File: src/rtl/instr_encoder.sv
// Streaming RV32I instruction encoder: accepts one field set, emits one word with its address.
// Optional immediate range checking is enabled by defining ENCODER_RANGE_CHECK_EN.
module instr_encoder #(
  parameter int unsigned ADDR_W = 8
) (
  input  logic              CLK,
  input  logic              RESET,
  input  logic              in_valid,
  output logic              in_ready,
  input  logic [3:0]        in_kind,
  input  logic [4:0]        in_rd,
  input  logic [4:0]        in_rs1,
  input  logic [4:0]        in_rs2,
  input  logic [2:0]        in_funct3,
  input  logic [6:0]        in_funct7,
  input  logic [31:0]       in_imm,
  output logic              out_valid,
  input  logic              out_ready,
  output logic [31:0]       out_instr,
  output logic [ADDR_W-1:0] out_addr,
  output logic              out_err,
  output logic              done
);

  localparam logic [31:0] Nop    = 32'h0000_0033;
  localparam logic [31:0] Ebreak = 32'h0010_0073;

  localparam logic [6:0] OpAluReg = 7'b0110011;
  localparam logic [6:0] OpAluImm = 7'b0010011;
  localparam logic [6:0] OpLoad   = 7'b0000011;
  localparam logic [6:0] OpJalr   = 7'b1100111;
  localparam logic [6:0] OpStore  = 7'b0100011;
  localparam logic [6:0] OpBranch = 7'b1100011;
  localparam logic [6:0] OpLui    = 7'b0110111;
  localparam logic [6:0] OpAuipc  = 7'b0010111;
  localparam logic [6:0] OpJal    = 7'b1101111;

  localparam logic [3:0] KAluReg = 4'd0;
  localparam logic [3:0] KAluImm = 4'd1;
  localparam logic [3:0] KBranch = 4'd2;
  localparam logic [3:0] KJalr   = 4'd3;
  localparam logic [3:0] KJal    = 4'd4;
  localparam logic [3:0] KAuipc  = 4'd5;
  localparam logic [3:0] KLui    = 4'd6;
  localparam logic [3:0] KLoad   = 4'd7;
  localparam logic [3:0] KStore  = 4'd8;
  localparam logic [3:0] KSystem = 4'd9;

  typedef enum logic [1:0] {StAccept, StOutput, StStop} state_e;

  state_e            state_q, state_d;
  logic [ADDR_W-1:0] cnt_q, cnt_d;
  logic [ADDR_W-1:0] addr_q, addr_d;
  logic [31:0]       instr_q, instr_d;
  logic              err_q, err_d;
  logic              sys_q, sys_d;

  logic [31:0]       enc_instr;
  logic              enc_err;
  logic              range_bad;

`ifdef ENCODER_RANGE_CHECK_EN
  logic signed [31:0] simm;
  logic               i_bad, b_bad, j_bad, u_bad;

  assign simm  = $signed(in_imm);
  assign i_bad = (simm < -32'sd2048) || (simm > 32'sd2047);
  assign b_bad = (simm < -32'sd4096) || (simm > 32'sd4094) || in_imm[0];
  assign j_bad = (simm < -32'sd1048576) || (simm > 32'sd1048574) || in_imm[0];
  assign u_bad = (in_imm[11:0] != 12'h000);

  always_comb begin
    range_bad = 1'b0;
    case (in_kind)
      KAluImm, KJalr, KLoad, KStore: range_bad = i_bad;
      KBranch:                       range_bad = b_bad;
      KJal:                          range_bad = j_bad;
      KAuipc, KLui:                  range_bad = u_bad;
      default:                       range_bad = 1'b0;
    endcase
  end
`else
  assign range_bad = 1'b0;
`endif

  always_comb begin
    enc_instr = Nop;
    enc_err   = 1'b0;
    case (in_kind)
      KAluReg: enc_instr = {in_funct7, in_rs2, in_rs1, in_funct3, in_rd, OpAluReg};
      KAluImm: enc_instr = {in_imm[11:0], in_rs1, in_funct3, in_rd, OpAluImm};
      KLoad:   enc_instr = {in_imm[11:0], in_rs1, in_funct3, in_rd, OpLoad};
      KJalr:   enc_instr = {in_imm[11:0], in_rs1, 3'b000, in_rd, OpJalr};
      KStore:  enc_instr = {in_imm[11:5], in_rs2, in_rs1, in_funct3, in_imm[4:0], OpStore};
      KBranch: enc_instr = {in_imm[12], in_imm[10:5], in_rs2, in_rs1, in_funct3,
                            in_imm[4:1], in_imm[11], OpBranch};
      KLui:    enc_instr = {in_imm[31:12], in_rd, OpLui};
      KAuipc:  enc_instr = {in_imm[31:12], in_rd, OpAuipc};
      KJal:    enc_instr = {in_imm[20], in_imm[10:1], in_imm[11], in_imm[19:12], in_rd, OpJal};
      KSystem: enc_instr = Ebreak;
      default: begin
        enc_instr = Nop;
        enc_err   = 1'b1;
      end
    endcase
    if (range_bad) begin
      enc_instr = Nop;
      enc_err   = 1'b1;
    end
  end

  always_comb begin
    state_d = state_q;
    cnt_d   = cnt_q;
    addr_d  = addr_q;
    instr_d = instr_q;
    err_d   = err_q;
    sys_d   = sys_q;
    case (state_q)
      StAccept: begin
        if (in_valid) begin
          instr_d = enc_instr;
          err_d   = enc_err;
          addr_d  = cnt_q;
          sys_d   = (in_kind == KSystem);
          state_d = StOutput;
        end
      end
      StOutput: begin
        if (out_ready) begin
          // The counter saturates at the last address; the program closes there.
          if (sys_q || (cnt_q == '1)) begin
            state_d = StStop;
          end else begin
            state_d = StAccept;
          end
          if (cnt_q != '1) cnt_d = cnt_q + ADDR_W'(1);
        end
      end
      StStop:   state_d = StStop;
      default:  state_d = StAccept;
    endcase
  end

  always_ff @(posedge CLK) begin
    if (RESET) begin
      state_q <= StAccept;
      cnt_q   <= '0;
      addr_q  <= '0;
      instr_q <= Nop;
      err_q   <= 1'b0;
      sys_q   <= 1'b0;
    end else begin
      state_q <= state_d;
      cnt_q   <= cnt_d;
      addr_q  <= addr_d;
      instr_q <= instr_d;
      err_q   <= err_d;
      sys_q   <= sys_d;
    end
  end

  assign in_ready  = (state_q == StAccept);
  assign out_valid = (state_q == StOutput);
  assign done      = (state_q == StStop);
  assign out_instr = instr_q;
  assign out_addr  = addr_q;
  assign out_err   = err_q;

endmodule

File: config.mk
export PLATFORM = sky130hd
export DESIGN_NAME = instr_encoder
export DESIGN_NICKNAME = d
export VERILOG_FILES = /design/src/rtl/instr_encoder.sv
export SDC_FILE = /design/constraint.sdc
export NUM_CORES = 1
export LEC_CHECK = 0
export CELL_PAD_IN_SITES_DETAIL_PLACEMENT = 0
export CELL_PAD_IN_SITES_GLOBAL_PLACEMENT = 1
export CORE_ASPECT_RATIO = 1.2
export CORE_UTILIZATION = 28
export DETAILED_ROUTE_END_ITERATION = 12
export PLACE_DENSITY_LB_ADDON = 0.08
export SETUP_SLACK_MARGIN = 0.2
export SYNTH_ARGS = -nofsm -noshare
export SYNTH_HDL_FRONTEND = slang
export SYNTH_SLANG_ARGS = --single-unit
File: constraint.sdc
create_clock -name CLK -period 1.6 [get_ports CLK]
set_input_delay 0.4 -clock CLK [delete_from_list [all_inputs] [get_ports CLK]]
set_output_delay 0.4 -clock CLK [all_outputs]
set_load 0.05 [all_outputs]
==> results of run 1 <==
## stage by stage
step / setup TNS [ns] / total power [uW] / util [%] / instances
2_1_floorplan: 0 / 1830 / - / 339
3_3_place_gp: -18.48 / 2340 / 51.1 / 602
5_1_grt: -0.496 / 3760 / 59.9 / 642
6_report: -0.0620 / 3610 / 59.9 / 642
4_1_cts: 0 / 3540 / 56.3 / 629
3_5_place_dp: -18.93 / 2340 / 51.1 / 602
## area by class of cell
class | count | share of cell area (%)
Inverter | 3 | 0.198
Clock buffer | 5 | 2.19
Clock inverter | 3 | 0.373
Timing Repair Buffer | 201 | 42.8
Tap cell | 123 | 2.70
Multi-Input combinational cell | 257 | 34.0
Sequential cell | 50 | 17.8
## worst max-delay path by stage
stage,start,to,slack (ns),depth (start not counted)
6_report,state_q[1],out_instr[22],-0.06,5
5_1_grt,state_q[1],out_instr[22],-0.10,5
3_3_place_gp,in_valid,out_instr[24],-0.53,5
3_5_place_dp,in_kind[1],out_instr[8],-0.57,6
2_1_floorplan,state_q[1],done,0.06,1
4_1_cts,state_q[1],out_instr[21],0.005,5
## routing by layer
metal / GRT usage [%] / part of all wire (%) / up-vias
met2: 38.3 / 54 / 89
met1: 22.9 / 39 / 1599
met4: 7.48 / 2.3 / 0
li1: - / - / 1622
met3: 3.84 / 4.0 / 16
met5: 0 / 0 / -
## cells in the mapped netlist, types with 6 or more instances
cell | number | area (um^2)
nand2_1 | 65 | 244
a222oi_1 | 9 | 90.1
and3_1 | 7 | 43.8
clkbuf_1 | 6 | 22.5
buf_2 | 12 | 60.1
a32o_1 | 11 | 110
nand3_1 | 15 | 75.1
a211oi_1 | 6 | 45.0
a21oi_1 | 27 | 135
o21ai_0 | 13 | 65.1
dfxtp_1 | 50 | 1000
a221oi_1 | 6 | 52.6
nor2_1 | 16 | 60.1
a22oi_1 | 6 | 45.0
## logic make-up after synthesis
kind of cell	count (synthesis)
simple gates	131
compound gates	114
flops	50
buf+inv	32
xor+xnor	7
mux	2
fa+ha+maj	1
other cells	1
## where the power goes
group / switching [uW] / internal (uW)
clock: 493 / 580
sequential: 48.1 / 1280
combinational: 550 / 660
total: 1090 / 2520
## registers in the layout, summed over array words and instances (netlist names)
register   count
out_addr       8
sys_q          1
out_err        1
state_q        2
cnt_q          8
out_instr     30
## repair_timing
item | CTS | global route
buffers inserted | 15 | 12
endpoints found under the setup margin | 51 | 48
gates cloned | 4 | 1
hold endpoints to repair | 0 | 0
resized for setup | 45 | 71
pin swaps | 16 | 38
## worst reg2reg max path, stage by stage, from the launching register on
cell and delay, ns:
dfxtp_2 0.32, or3b_4 0.43, buf_6 0.14, buf_12 0.13
a222oi_1 0.38, a221oi_1 0.13
==> metrics, run 1 <==
outcome=finished, violations left; failing checks=setup timing; Seq/Total Area, Yosys=~37%; post-synth cell types=between 50 and 60; critical path, cell by cell=or3b_4 -> buf_6 -> buf_12 -> a222oi_1 -> a221oi_1; CTS tree=done; data required time of the critical path=roughly 1.8 ns; Final Cycle Share=104%; Hold EP=sys_q; crit path time final=between 1.5 and 2 ns; root buffer selected by CTS=clkbuf_16; Yosys warning total=0; Post-CTS Hold Buffers=0; xor and xnor area share after synthesis=2.52%; hold path start=sys_q; vias in the first global route=between 3,000 and 4,000; WL/cell=between 15 and 20 um; hold depth=2; Via Count=between 3,000 and 4,000; Synth Area in Simple Gates=23.1%; Total Routed Length=about 10,000 um; clk slew on worst S/H paths=approximately 0.07 ns; Hold Fails Final Rpt=0; # clock sinks=50; mux share of post-synthesis cell area=less than 1%; DRT iter0 DRCs=176; critical path's top delay family=compound AO/OA/AOI/OAI gates; gr usage total=20.4%; FF-to-FF path depth=5; largest net degree at the start of global routing=24; pwr/cell area=about 630 nW/um^2; cells after synthesis=between 300 and 400; MaxCap Viol Count=0; worst reg2reg path endpoint=out_instr[22]; Slew Limit Fails=0; area of the multi-input gates=just under 2000 um^2; n_diodes=0; Reg2Reg Setup Slack=-0.06 ns; Post-Synth Adder-Cell Area=less than 1%; CTS max path bufs=2; DRT Pass-1 Iters=7; DP Wirelength=between 7000 and 8000 um; CP Launch Type=flip-flop; Initial Util=~29%; Post-route DRC=0; Critical Path Fanout Max=7; Post-Place Setup Slack=-0.566 ns; crit path max-delay cell type=or3b_4; Syn Area/Cell=slightly above 8 um^2; Sequential Area=a little over 1000 um^2; complex-gate fraction of the synthesized area=between 30 and 40%; H-tree depth=2; slowest stage delay, CP=approximately 0.43 ns; Leak Pwr=roughly 0.0023 uW; placed cell area=between 4000 and 5000 um^2; TritonCTS Buffers=5; #FFs+latches synth=50; Fmax=approximately 0.60 GHz; drt via density=between 5 and 6; hold_ws=0.475 ns; I/O pin count=109; Worst Skew=between 0.006 and 0.007 ns; Chip Width=~90 um; initial antenna violation count=0; gr ovfl total=0; Clk Latency, worst-skew pair=0.29 ns; reg-to-reg startpoint=state_q[1]; # rows=39; CP endpoint kind=flip-flop; Layout area overhead=108%; crit path kind=flip-flop to flip-flop; # setup viols final=1; fin area=between 5000 and 6000 um^2; share of cells above drive strength 1=between 40 and 50%; commonest register cell after synthesis=dfxtp_1; fin nets=just under 600; VDD IR max=approximately 0.60 mV; first-pass GRT wire length=approximately 16,000 um; layout filler cell count=808; Buf/Inv on CP=2; core area=9520 um^2; Hold/Removal Path Class=flip-flop to flip-flop; PortBufs=106; die area=about 10,000 um^2; Post-synth EDFFs=0; RSZ-0062 raised after global routing=yes; Post-Syn Area=approximately 2700 um^2; die height=about 110 um; main combinational cell family by area after synthesis=compound AO/OA/AOI/OAI gates; commonest cells after routing, fill and taps aside=62 x buf_4, 57 x clkdlybuf4s50_1, 49 x buf_12; Final ANT Viol Nets=0; GP Congestion=a little over 0.8; Post-synth ARST share=0%; commonest non-fill, non-tap cell in the layout=buf_4; crit path DAT=around 1.8 ns; final worst setup slack=-0.0620 ns
(Power assumes the default switching activity.)
==> run 2: changes to the inputs <==
CORE_ASPECT_RATIO = 1.25   (was 1.2)
==> metrics, run 2 (synthesis results as in run 1) <==
P_sw=around 1100 uW; TritonCTS Buffers=5; core area=9320 um^2; Hold/Removal Path Class=input pin to flip-flop; hold_ws=roughly 0.45 ns; Clk Latency, worst-skew pair=0.29 ns; critical path's top delay family=simple AND/OR/NAND/NOR gates; CP endpoint kind=flip-flop; crit path kind=flip-flop to flip-flop; CP Launch Type=flip-flop; pwr/cell area=about 670 nW/um^2; RSZ-0062 raised after global routing=yes; PortBufs=approximately 110; crit path DAT=approximately 1.8 ns; met1 GRT Util=between 20% and 30%; CTS max path bufs=2; VDD IR max=approximately 0.48 mV; switch share=29.3%; fin nets=~550; share of power burned in registers=35.8%; fin cells=612; Top Usage Layer GRT=met2; met2 Usage GRT=between 30% and 40%; crit path max-delay cell type=or3b_4; internal power=between 2000 and 3000 uW; die area=just over 10,000 um^2; commonest cells after routing, fill and taps aside=56 x clkdlybuf4s50_1, 50 x buf_12, 45 x dfxtp_1; Final ANT Viol Nets=0; Via Count=~3,200; first-pass GRT wire length=between 15,000 and 20,000 um; DRT Pass-1 Iters=6; data required time of the critical path=1.77 ns; Leak Pwr=between 0.002 and 0.0025 uW; DP Wirelength=~7400 um; gr ovfl total=0; # rows=39; clk slew on worst S/H paths=approximately 0.070 ns; GP Congestion=~0.82; CTS tree=done; crit path time final=between 1.5 and 2 ns; Chip Width=~90 um; met3 usage=under 10%; Hold Fails Final Rpt=0; initial antenna violation count=0; H-tree depth=2; slowest stage delay, CP=about 0.45 ns; Final Cycle Share=between 90 and 100%; Critical Path Fanout Max=7; Clk pwr share=roughly a third; Total Routed Length=about 11,000 um; DRT iter0 DRCs=approximately 190; commonest non-fill, non-tap cell in the layout=clkdlybuf4s50_1; # clock sinks=50; Initial Util=between 20 and 30%; # setup viols final=0; root buffer selected by CTS=clkbuf_16; Worst Skew=between 0.004 and 0.005 ns; combinational power share=31.1%; largest net degree at the start of global routing=33; Post-Place Cells=589; Buf/Inv on CP=2; vias in the first global route=3,220; drt via density=approximately 5.3; MaxCap Viol Count=0; Post-route DRC=0; Layout area overhead=103%; WL/cell=about 17 um; gr usage total=roughly 20%; critical path, cell by cell=or3b_4 -> buf_12 -> buf_16 -> a222oi_1 -> a211oi_1; layout filler cell count=around 800; Fmax=approximately 0.63 GHz; number of flip-flops in the largest register=30; Slew Limit Fails=0; die height=between 100 and 150 um; n_diodes=0; share of cells above drive strength 1=42.7%; outcome=complete, no violations; I/O pin count=109
run 2: cell count changes in the layout (fill, tap and decap cells not counted), sizes merged:
cell,before,now
buf,137,106
clkinv,2,1
bufbuf,0,1
clkdlybuf4s50,57,56
inv,3,4
dlygate4sd2,2,3
clkbuf,9,6
clkinvlp,1,0
bufinv,0,1
or2,1,2
clkdlybuf4s15,1,3
run 2: power by group through the flow:
stage                     clock network (uW)  logic (uW)  registers, uW
after CTS                               1260        1070           1330
after global routing                    1310        1220           1340
after floorplan                            0         380           1450
final                                   1230        1160           1330
after global placement                     0         957           1350
after detailed placement                   0         967           1350
run 2: worst register-to-register path, cell delays in order, from the launching register on:
cell and delay [ns]:
dfxtp_2 0.33, or3b_4 0.45, buf_12 0.16, buf_16 0.13, a222oi_1 0.32, a211oi_1 0.08
run 2: stage by stage:
step / setup TNS [ns] / power, uW / utilization, % / worst slack [ns] / instance area (um^2)
2_1_floorplan: 0 / 1830 / - / 0.0559 / 2930
3_3_place_gp: -17.90 / 2310 / 51.1 / -0.513 / 4770
3_5_place_dp: -18.66 / 2320 / 51.1 / -0.551 / 4770
4_1_cts: 0 / 3660 / 55.9 / 0.0430 / 5210
5_1_grt: -0.0337 / 3870 / 59.6 / -0.0226 / 5560
6_report: 0 / 3720 / 59.6 / 0.0149 / 5560
run 2: layout make-up:
type | count | area (um^2) | area share [%]
Inverter | 3 | 11.3 | 0.203
Multi-Input combinational cell | 258 | 2040 | 36.6
Clock buffer | 5 | 125 | 2.25
Timing Repair Buffer | 170 | 2180 | 39.2
Tap cell | 123 | 154 | 2.77
Clock inverter | 3 | 43.8 | 0.788
Sequential cell | 50 | 1010 | 18.1
run 2: timing repair:
item	CTS	global route
buffers inserted	5	5
cloned	4	1
gates resized for setup	48	69
pin swaps	15	35
hold buffers	0	0
endpoints found under the setup margin	50	51
run 2: routing by layer:
layer	up-vias	routed length [um]	share of wire [%]
met5	-	0	0
met2	103	5650	54
met3	21	518	4.9
met1	1558	4000	38
li1	1561	-	-
met4	0	336	3.2
run 2: path summary, 6_finish.rpt:
kind	from	endpoint	slack (ns)	cells after the start
worst max-delay path	state_q[0]	out_instr[17]	0.01	5
worst min-delay path	RESET	out_instr[12]	0.45	2
worst max register to register	state_q[0]	out_instr[17]	0.01	5
worst min register to register	sys_q	sys_q	0.48	2
